### src/rtl/game_pkg.sv
// Shared definitions for the game_judge block.
//   - 2-bit game state encoding (IDLE/READY/PLAY/OVER) and its typed enum
//   - LFSR seed and Fibonacci tap mask (x^8 + x^6 + x^5 + x^4 + 1)
//   - target side encoding and raw key polarity
//   - helpers: LFSR step, saturating BCD subtract
package game_pkg;

  localparam logic [1:0] ST_IDLE  = 2'b00;
  localparam logic [1:0] ST_READY = 2'b01;
  localparam logic [1:0] ST_PLAY  = 2'b10;
  localparam logic [1:0] ST_OVER  = 2'b11;

  typedef enum logic [1:0] {
    StIdle  = ST_IDLE,
    StReady = ST_READY,
    StPlay  = ST_PLAY,
    StOver  = ST_OVER
  } game_state_e;

  localparam logic [7:0] LFSR_SEED = 8'hA5;
  // Shift-left Fibonacci: feedback is the XOR of bits 7,5,4,3.
  localparam logic [7:0] LFSR_TAPS = 8'hB8;

  localparam logic SIDE_LEFT  = 1'b0;
  localparam logic SIDE_RIGHT = 1'b1;

  // Raw pushbuttons are active-low, so the idle level is 1.
  localparam logic KEY_RELEASED = 1'b1;

  function automatic logic [7:0] lfsr_step(input logic [7:0] state);
    return {state[6:0], ^(state & LFSR_TAPS)};
  endfunction

  // Subtract 0..3 seconds from a two-digit BCD value, saturating at 00.
  // Returns {tens, ones}.
  function automatic logic [7:0] bcd_sub(input logic [3:0] tens, input logic [3:0] ones,
                                         input logic [1:0] amt);
    logic [3:0] amt4;
    amt4 = {2'b00, amt};
    if (ones >= amt4) begin
      return {tens, ones - amt4};
    end else if (tens != 4'd0) begin
      return {tens - 4'd1, ones + 4'd10 - amt4};
    end else begin
      return 8'h00;
    end
  endfunction

endpackage

### src/rtl/btn_debounce.sv
// Pushbutton conditioner: 2-flop synchronizer, debounce counter and a
// registered one-cycle press pulse.
//   clock  - system clock
//   reset  - asynchronous active-low reset
//   key_n  - raw active-low pushbutton, asynchronous to clock
//   press  - one-cycle pulse on the released->pressed flip of the debounced
//            level, DEBOUNCE_CYCLES+3 cycles after the raw key falls
module btn_debounce
  import game_pkg::*;
#(
  parameter int unsigned DEBOUNCE_CYCLES = 250000
) (
  input  logic clock,
  input  logic reset,
  input  logic key_n,
  output logic press
);

  localparam int unsigned CntW = (DEBOUNCE_CYCLES > 1) ? $clog2(DEBOUNCE_CYCLES) : 1;
  localparam logic [CntW-1:0] CntMax = CntW'(DEBOUNCE_CYCLES - 1);

  logic            sync1_q, sync2_q;
  logic            level_q, level_prev_q;
  logic            press_q;
  logic [CntW-1:0] cnt_q;

  always_ff @(posedge clock or negedge reset) begin
    if (!reset) begin
      sync1_q      <= KEY_RELEASED;
      sync2_q      <= KEY_RELEASED;
      level_q      <= KEY_RELEASED;
      level_prev_q <= KEY_RELEASED;
      press_q      <= 1'b0;
      cnt_q        <= '0;
    end else begin
      sync1_q <= key_n;
      sync2_q <= sync1_q;
      // Any sample agreeing with the accepted level restarts the run.
      if (sync2_q == level_q) begin
        cnt_q <= '0;
      end else if (cnt_q == CntMax) begin
        cnt_q   <= '0;
        level_q <= sync2_q;
      end else begin
        cnt_q <= cnt_q + CntW'(1);
      end
      level_prev_q <= level_q;
      press_q      <= (level_q != KEY_RELEASED) && (level_prev_q == KEY_RELEASED);
    end
  end

  assign press = press_q;

endmodule

### src/rtl/game_judge.sv
// Reaction-game judge: debounces both keys, runs the IDLE/READY/PLAY/OVER
// game FSM, picks a pseudo-random target side and judges each press.
//   clock, reset          - system clock, asynchronous active-low reset
//   key_left, key_right   - raw active-low pushbuttons
//   left, right           - one-cycle accepted-press pulses (PLAY only)
//   correct               - coincident with left/right when side == target
//   cur_state             - 00 IDLE, 01 READY, 10 PLAY, 11 OVER
//   target                - 0 left, 1 right
//   time_tens, time_ones  - BCD remaining seconds
// Build option: define GAME_JUDGE_PENALTY_EN to make a wrong press in PLAY
// cost 2 s (3 s when it lands on a tick), saturating at 00.
module game_judge
  import game_pkg::*;
#(
  parameter int unsigned DEBOUNCE_CYCLES   = 250000,
  parameter int unsigned TICK_CYCLES       = 50000000,
  parameter int unsigned COUNTDOWN_SECONDS = 3,
  parameter int unsigned GAME_SECONDS      = 60
) (
  input  logic       clock,
  input  logic       reset,
  input  logic       key_left,
  input  logic       key_right,
  output logic       left,
  output logic       right,
  output logic       correct,
  output logic [1:0] cur_state,
  output logic       target,
  output logic [3:0] time_ones,
  output logic [3:0] time_tens
);

  localparam int unsigned TickW = (TICK_CYCLES > 1) ? $clog2(TICK_CYCLES) : 1;
  localparam logic [TickW-1:0] TickMax = TickW'(TICK_CYCLES - 1);

  localparam logic [3:0] CdTens   = 4'(COUNTDOWN_SECONDS / 10);
  localparam logic [3:0] CdOnes   = 4'(COUNTDOWN_SECONDS % 10);
  localparam logic [3:0] GameTens = 4'(GAME_SECONDS / 10);
  localparam logic [3:0] GameOnes = 4'(GAME_SECONDS % 10);

  // Key conditioning
  logic press_left, press_right;

  btn_debounce #(
    .DEBOUNCE_CYCLES(DEBOUNCE_CYCLES)
  ) u_btn_left (
    .clock(clock),
    .reset(reset),
    .key_n(key_left),
    .press(press_left)
  );

  btn_debounce #(
    .DEBOUNCE_CYCLES(DEBOUNCE_CYCLES)
  ) u_btn_right (
    .clock(clock),
    .reset(reset),
    .key_n(key_right),
    .press(press_right)
  );

  // Simultaneous events cancel each other.
  logic single_left, single_right, any_press;
  assign single_left  = press_left & ~press_right;
  assign single_right = press_right & ~press_left;
  assign any_press    = single_left | single_right;

  // State and datapath registers
  game_state_e      state_q, state_d;
  logic [TickW-1:0] tick_cnt_q, tick_cnt_d;
  logic [3:0]       tens_q, tens_d, ones_q, ones_d;
  logic [7:0]       lfsr_q, lfsr_d;

  logic       tick, at_one;
  logic [1:0] sub_amt;
  logic [7:0] time_next;

  assign tick   = ((state_q == StReady) || (state_q == StPlay)) && (tick_cnt_q == TickMax);
  assign at_one = (tens_q == 4'd0) && (ones_q == 4'd1);
  assign target = lfsr_q[0];

  // Output logic: judging happens combinationally on the registered press
  // pulse so left/right/correct land in the same cycle as the event.
  always_comb begin
    left    = 1'b0;
    right   = 1'b0;
    correct = 1'b0;
    if (state_q == StPlay) begin
      left    = single_left;
      right   = single_right;
      correct = (single_left && (target == SIDE_LEFT)) ||
                (single_right && (target == SIDE_RIGHT));
    end
  end

  // Seconds to remove this cycle while playing.
  always_comb begin
    sub_amt = {1'b0, tick};
`ifdef GAME_JUDGE_PENALTY_EN
    if ((left || right) && !correct) begin
      sub_amt = sub_amt + 2'd2;
    end
`endif
    time_next = bcd_sub(tens_q, ones_q, sub_amt);
  end

  // Next-state logic
  always_comb begin
    state_d = state_q;
    unique case (state_q)
      StIdle:  if (any_press) state_d = StReady;
      StReady: if (tick && at_one) state_d = StPlay;
      StPlay:  if ((sub_amt != 2'd0) && (time_next == 8'h00)) state_d = StOver;
      StOver:  if (any_press) state_d = StIdle;
    endcase
  end

  // Datapath next values
  always_comb begin
    tick_cnt_d = '0;
    if (state_d == state_q) begin
      if ((state_q == StReady) || (state_q == StPlay)) begin
        tick_cnt_d = tick ? '0 : tick_cnt_q + TickW'(1);
      end
    end

    tens_d = tens_q;
    ones_d = ones_q;
    lfsr_d = lfsr_q;
    unique case (state_q)
      StIdle: begin
        lfsr_d = lfsr_step(lfsr_q);
        if (any_press) begin
          tens_d = CdTens;
          ones_d = CdOnes;
        end else begin
          tens_d = 4'd0;
          ones_d = 4'd0;
        end
      end
      StReady: begin
        if (tick) begin
          if (at_one) begin
            tens_d = GameTens;
            ones_d = GameOnes;
          end else begin
            {tens_d, ones_d} = bcd_sub(tens_q, ones_q, 2'd1);
          end
        end
      end
      StPlay: begin
        if (left || right) lfsr_d = lfsr_step(lfsr_q);
        if (sub_amt != 2'd0) {tens_d, ones_d} = time_next;
      end
      StOver: begin
        tens_d = 4'd0;
        ones_d = 4'd0;
      end
    endcase
  end

  // State register
  always_ff @(posedge clock or negedge reset) begin
    if (!reset) begin
      state_q <= StIdle;
    end else begin
      state_q <= state_d;
    end
  end

  always_ff @(posedge clock or negedge reset) begin
    if (!reset) begin
      tick_cnt_q <= '0;
      tens_q     <= 4'd0;
      ones_q     <= 4'd0;
      lfsr_q     <= LFSR_SEED;
    end else begin
      tick_cnt_q <= tick_cnt_d;
      tens_q     <= tens_d;
      ones_q     <= ones_d;
      lfsr_q     <= lfsr_d;
    end
  end

  assign cur_state = state_q;
  assign time_tens = tens_q;
  assign time_ones = ones_q;

endmodule

### config.mk
export PLATFORM = sky130hd
export DESIGN_NAME = game_judge
export DESIGN_NICKNAME = d
export VERILOG_FILES = /design/src/rtl/game_pkg.sv /design/src/rtl/btn_debounce.sv /design/src/rtl/game_judge.sv
export SDC_FILE = /design/constraint.sdc
export NUM_CORES = 1
export LEC_CHECK = 0
export CELL_PAD_IN_SITES_DETAIL_PLACEMENT = 1
export CELL_PAD_IN_SITES_GLOBAL_PLACEMENT = 1
export CORE_MARGIN = 2
export CORE_UTILIZATION = 50
export DETAILED_ROUTE_END_ITERATION = 8
export GPL_TIMING_DRIVEN = 1
export HOLD_SLACK_MARGIN = 0.05
export PLACE_DENSITY_LB_ADDON = 0.1
export SYNTH_ARGS = -nofsm -noshare
export SYNTH_HDL_FRONTEND = slang
export SYNTH_SLANG_ARGS = --single-unit
### constraint.sdc
create_clock -name clock -period 6.5 [get_ports clock]
set_input_delay 0.975 -clock clock [delete_from_list [all_inputs] [get_ports clock]]
set_output_delay 0.975 -clock clock [all_outputs]
set_load 0.02 [all_outputs]
==> metrics.yaml <==
drt:
  drc_errors: 0
  dr_total_vias: 3744
  wire_per_inst_um: 17.0
  met1_length_um: 5170
  via_per_inst: 5.70
  top_layer: "met4"
  drtIter0Drc: 85
  first_pass_iters: 4
  postRouteAntennaNets: 0
  routed_wl_um: 11200
  met2_length_um: 5580
  wl_met3_um: 272
yosys:
  synth.avg_cell_area_um2: 9.68
  ys_async_sr_fraction_pct: 100
  syn_area_um2: 4920
  ys_seq_area_share_pct: 46.1
  syn_inst: 508
  synth.most_common_cell: "nor2_1"
  synth_top_cell_by_area: "dfrtp_1"
  synth.area.top_cells: "dfrtp_1 40%, nor2_1 6.6%, dfstp_2 6.4%, xor2_1 6.2%, xnor2_1 5.2%"
  synthFlopType: "dfrtp_1"
  ys_warn_count: 0
  ys_seq_elements: 90
  synth_fp_nets: 531
  synth_top_area_share_pct: 39.7
  synth_edf_count: 0
  synth_top_cells_by_count: "86 x nor2_1, 78 x dfrtp_1, 35 x xor2_1"
  synthDistinctLibCells: 60
floorplan:
  die_y_um: 103
  core_um2: 9640
  ios: 18
  die_area_um2: 10600
  row_count: 36
  start_util_pct: 51.0
  chipWidth_um: 103
critical_path:
  crit_path_end_kind: "flip-flop"
  crit_path_top_delay_cell: "nor2_1"
  critical_path_class: "reg -> reg"
  cp-start-kind: "flip-flop"
  slowest_delay_ns: 0.51
  cp.arrival_ns: 4.06
  critPathRequiredTime_ns: 6.77
  worstReg2RegStart: "cur_state[0]"
  endpoint: "time_ones[0]"
  crit_fanout: 10
  r2r_slack_ns: 2.71
  worst_r2r_endpoint: "time_ones[0]"
  critPathMostFrequentCell: "ha_1"
  path_cells: "inv_1, ha_1, nor4bb_1, nand4_1, nor2_1, ha_1, ha_1, and3_1, a211oi_1, or3_1, a22o_1"
  reg2reg_depth: 11
  worstSetupStartpoint: "cur_state[0]"
finish:
  stdcell_count: 657
  drive_gt1_share_pct: 9.16
  final_net_count: 542
  syn_to_final_growth_pct: 8.93
  multi_input_area_um2: 2510
  fillers: 1133
  register_area_um2: 2270
  num_antenna_cells: 0
power_and_ir_drop:
  powerDensity_nw_per_um2: 178
  p_sw_w: 0.000232
  p_sw_share_pct: 24.4
  peakVddDrop_uv: 127
  power.share.combinational_pct: 2.4
  pwr-share-clk_pct: 37.9
  p_leak_nw: 2.23
  p_int_w: 0.000720
  seq_power_share_pct: 59.7
timing:
  final-hold-violation-count: 0
  worst_pin_slew_ns: 0.865
  fin_setup_tns_ns: 0
  drv_slew: 0
  slew_headroom_pct: 42.2
  clock_skew_ns: 0.00940
  fmax_ghz: 0.264
  finalCritPeriodShare_pct: 58.3
  setup_viol: 0
  rsz0062_at_grt: "no"
  layout_min_cycle_time_ns: 3.79
cts:
  cts_tree: "done"
  cts-resized-gates: 0
  htreeDepth: 3
  clk_pin_slew_ns: 0.09
  cts-root-buf: "clkbuf_8"
  hold_buffers: 0
  cts.sinks: 90
  postCtsSetupBuffers: 0
  cts-buffers-inserted: 9
  clock_tree.buffer_depth: 2
  clk_latency_ns: 0.37
global_route:
  grt_usage_pct: 22.9
  grt_max_degree: 55
  grt_overflow: 0
  grt_pass1_vias: 3864
  antenna_found_initial: 0
  grt_pass1_wl_um: 19000
place:
  place_inst: 641
  place_congestion: 0.883
  port_buffers: 17
  dpl.hpwl_um: 7730
status:
  outcome: "complete, no violations"
job:
  cap_violations: 0
min_path:
  hp-class: "reg -> reg"
[kinds of logic after synthesis]
| logic type | after synthesis | synth area share [%] |
|---|---|---|
| adder cells (fa/ha/maj) | 19 | 4.83 |
| AND/OR/NAND/NOR | 221 | 22.6 |
| multiplexers | 13 | 2.90 |
| AO/OA/AOI/OAI | 66 | 9.26 |
| XOR/XNOR | 64 | 11.4 |
| buffers and inverters | 35 | 2.98 |
| flip-flops | 90 | 46.1 |
[final cells by class]
class	instances	area share [%]
clock inverter	6	0.794
sequential	90	42.3
tap	133	3.11
multi-input combinational	383	46.8
clock buffer	10	2.57
timing repair buffer	18	3.27
inverter	17	1.19
[cell usage in the layout (no fill, tap or decap), drive strengths merged, types with 3 or more instances in the layout]
cell / Yosys / routed
and3: 14 / 14
o21ai: 17 / 17
dfrtp: 78 / 78
mux2: 10 / 10
nor2b: 3 / 3
o211ai: 3 / 3
nand2b: 4 / 4
nand2: 24 / 24
xnor2: 29 / 29
dfstp: 12 / 12
mux2i: 3 / 3
a21oi: 10 / 10
o31ai: 4 / 4
nor2: 86 / 86
a211oi: 3 / 3
nand4: 14 / 14
or2: 3 / 3
clkinv: 0 / 4
clkbuf: 10 / 10
clkdlybuf4s50: 0 / 16
and2: 5 / 5
or3: 5 / 5
nor3: 7 / 7
inv: 17 / 17
xor2: 35 / 35
nand3: 33 / 33
nor4: 6 / 6
and4: 6 / 6
a31oi: 5 / 5
ha: 19 / 19
nor4b: 5 / 5
[critical path, delay by kind of cell (launching register included)]
family / cells / cell delay (ns)
adders and majority gates: 3 / 0.94
DFF: 1 / 0.49
and+or+nand+nor: 5 / 1.80
AOI/OAI and AO/OA: 2 / 0.33
buffers and inverters: 1 / 0.13
[through the flow]
stage	hold slack [ns]	power (W)	setup slack, ns	cell area [µm²]	util [%]
global route	0.369	0.000994	2.44	5360	55.6
finish	0.361	0.000952	2.71	5360	55.6
global placement	0.346	0.000602	2.98	5180	53.7
CTS	0.363	0.000966	2.79	5360	55.6
detailed placement	0.350	0.000603	2.79	5180	53.7
floorplan	0.345	0.000587	3.21	4920	-
[power by group through the flow]
stage | combinational (W) | clock, W | sequential (W)
after floorplan | 0.00000814 | 0 | 0.000579
after detailed placement | 0.0000236 | 0 | 0.000579
after CTS | 0.0000238 | 0.000374 | 0.000569
final | 0.0000224 | 0.000361 | 0.000569
after global placement | 0.0000227 | 0 | 0.000579
after global routing | 0.0000267 | 0.000398 | 0.000569
[registers in the layout, indices dropped and copies added (netlist names)]
register / flops
cur_state: 2
lfsr_q: 8
tick_cnt_q: 26
time_ones: 4
time_tens: 4
u_btn_left.cnt_q: 18
u_btn_left.level_prev_q: 1
u_btn_left.level_q: 1
u_btn_left.press: 1
u_btn_left.sync1_q: 1
u_btn_left.sync2_q: 1
u_btn_right.cnt_q: 18
u_btn_right.level_prev_q: 1
u_btn_right.level_q: 1
u_btn_right.press: 1
u_btn_right.sync1_q: 1
u_btn_right.sync2_q: 1
[worst min-delay path by stage]
stage | startpoint | end | slack (ns) | depth (start not counted)
2_1_floorplan | u_btn_left.sync1_q | u_btn_left.sync2_q | 0.35 | 0
3_3_place_gp | u_btn_left.sync1_q | u_btn_left.sync2_q | 0.35 | 0
3_5_place_dp | u_btn_right.sync1_q | u_btn_right.sync2_q | 0.35 | 0
4_1_cts | u_btn_right.sync1_q | u_btn_right.sync2_q | 0.36 | 0
5_1_grt | u_btn_left.sync1_q | u_btn_left.sync2_q | 0.37 | 0
6_report | u_btn_right.sync1_q | u_btn_right.sync2_q | 0.36 | 0
[routing by layer]
layer / global-route usage (%) / vias to the layer above
met5: 0 / -
met4: 7.49 / 0
met3: 3.70 / 15
met2: 38.7 / 54
met1: 30.3 / 1880
li1: - / 1795
(Power assumes the default switching activity.)
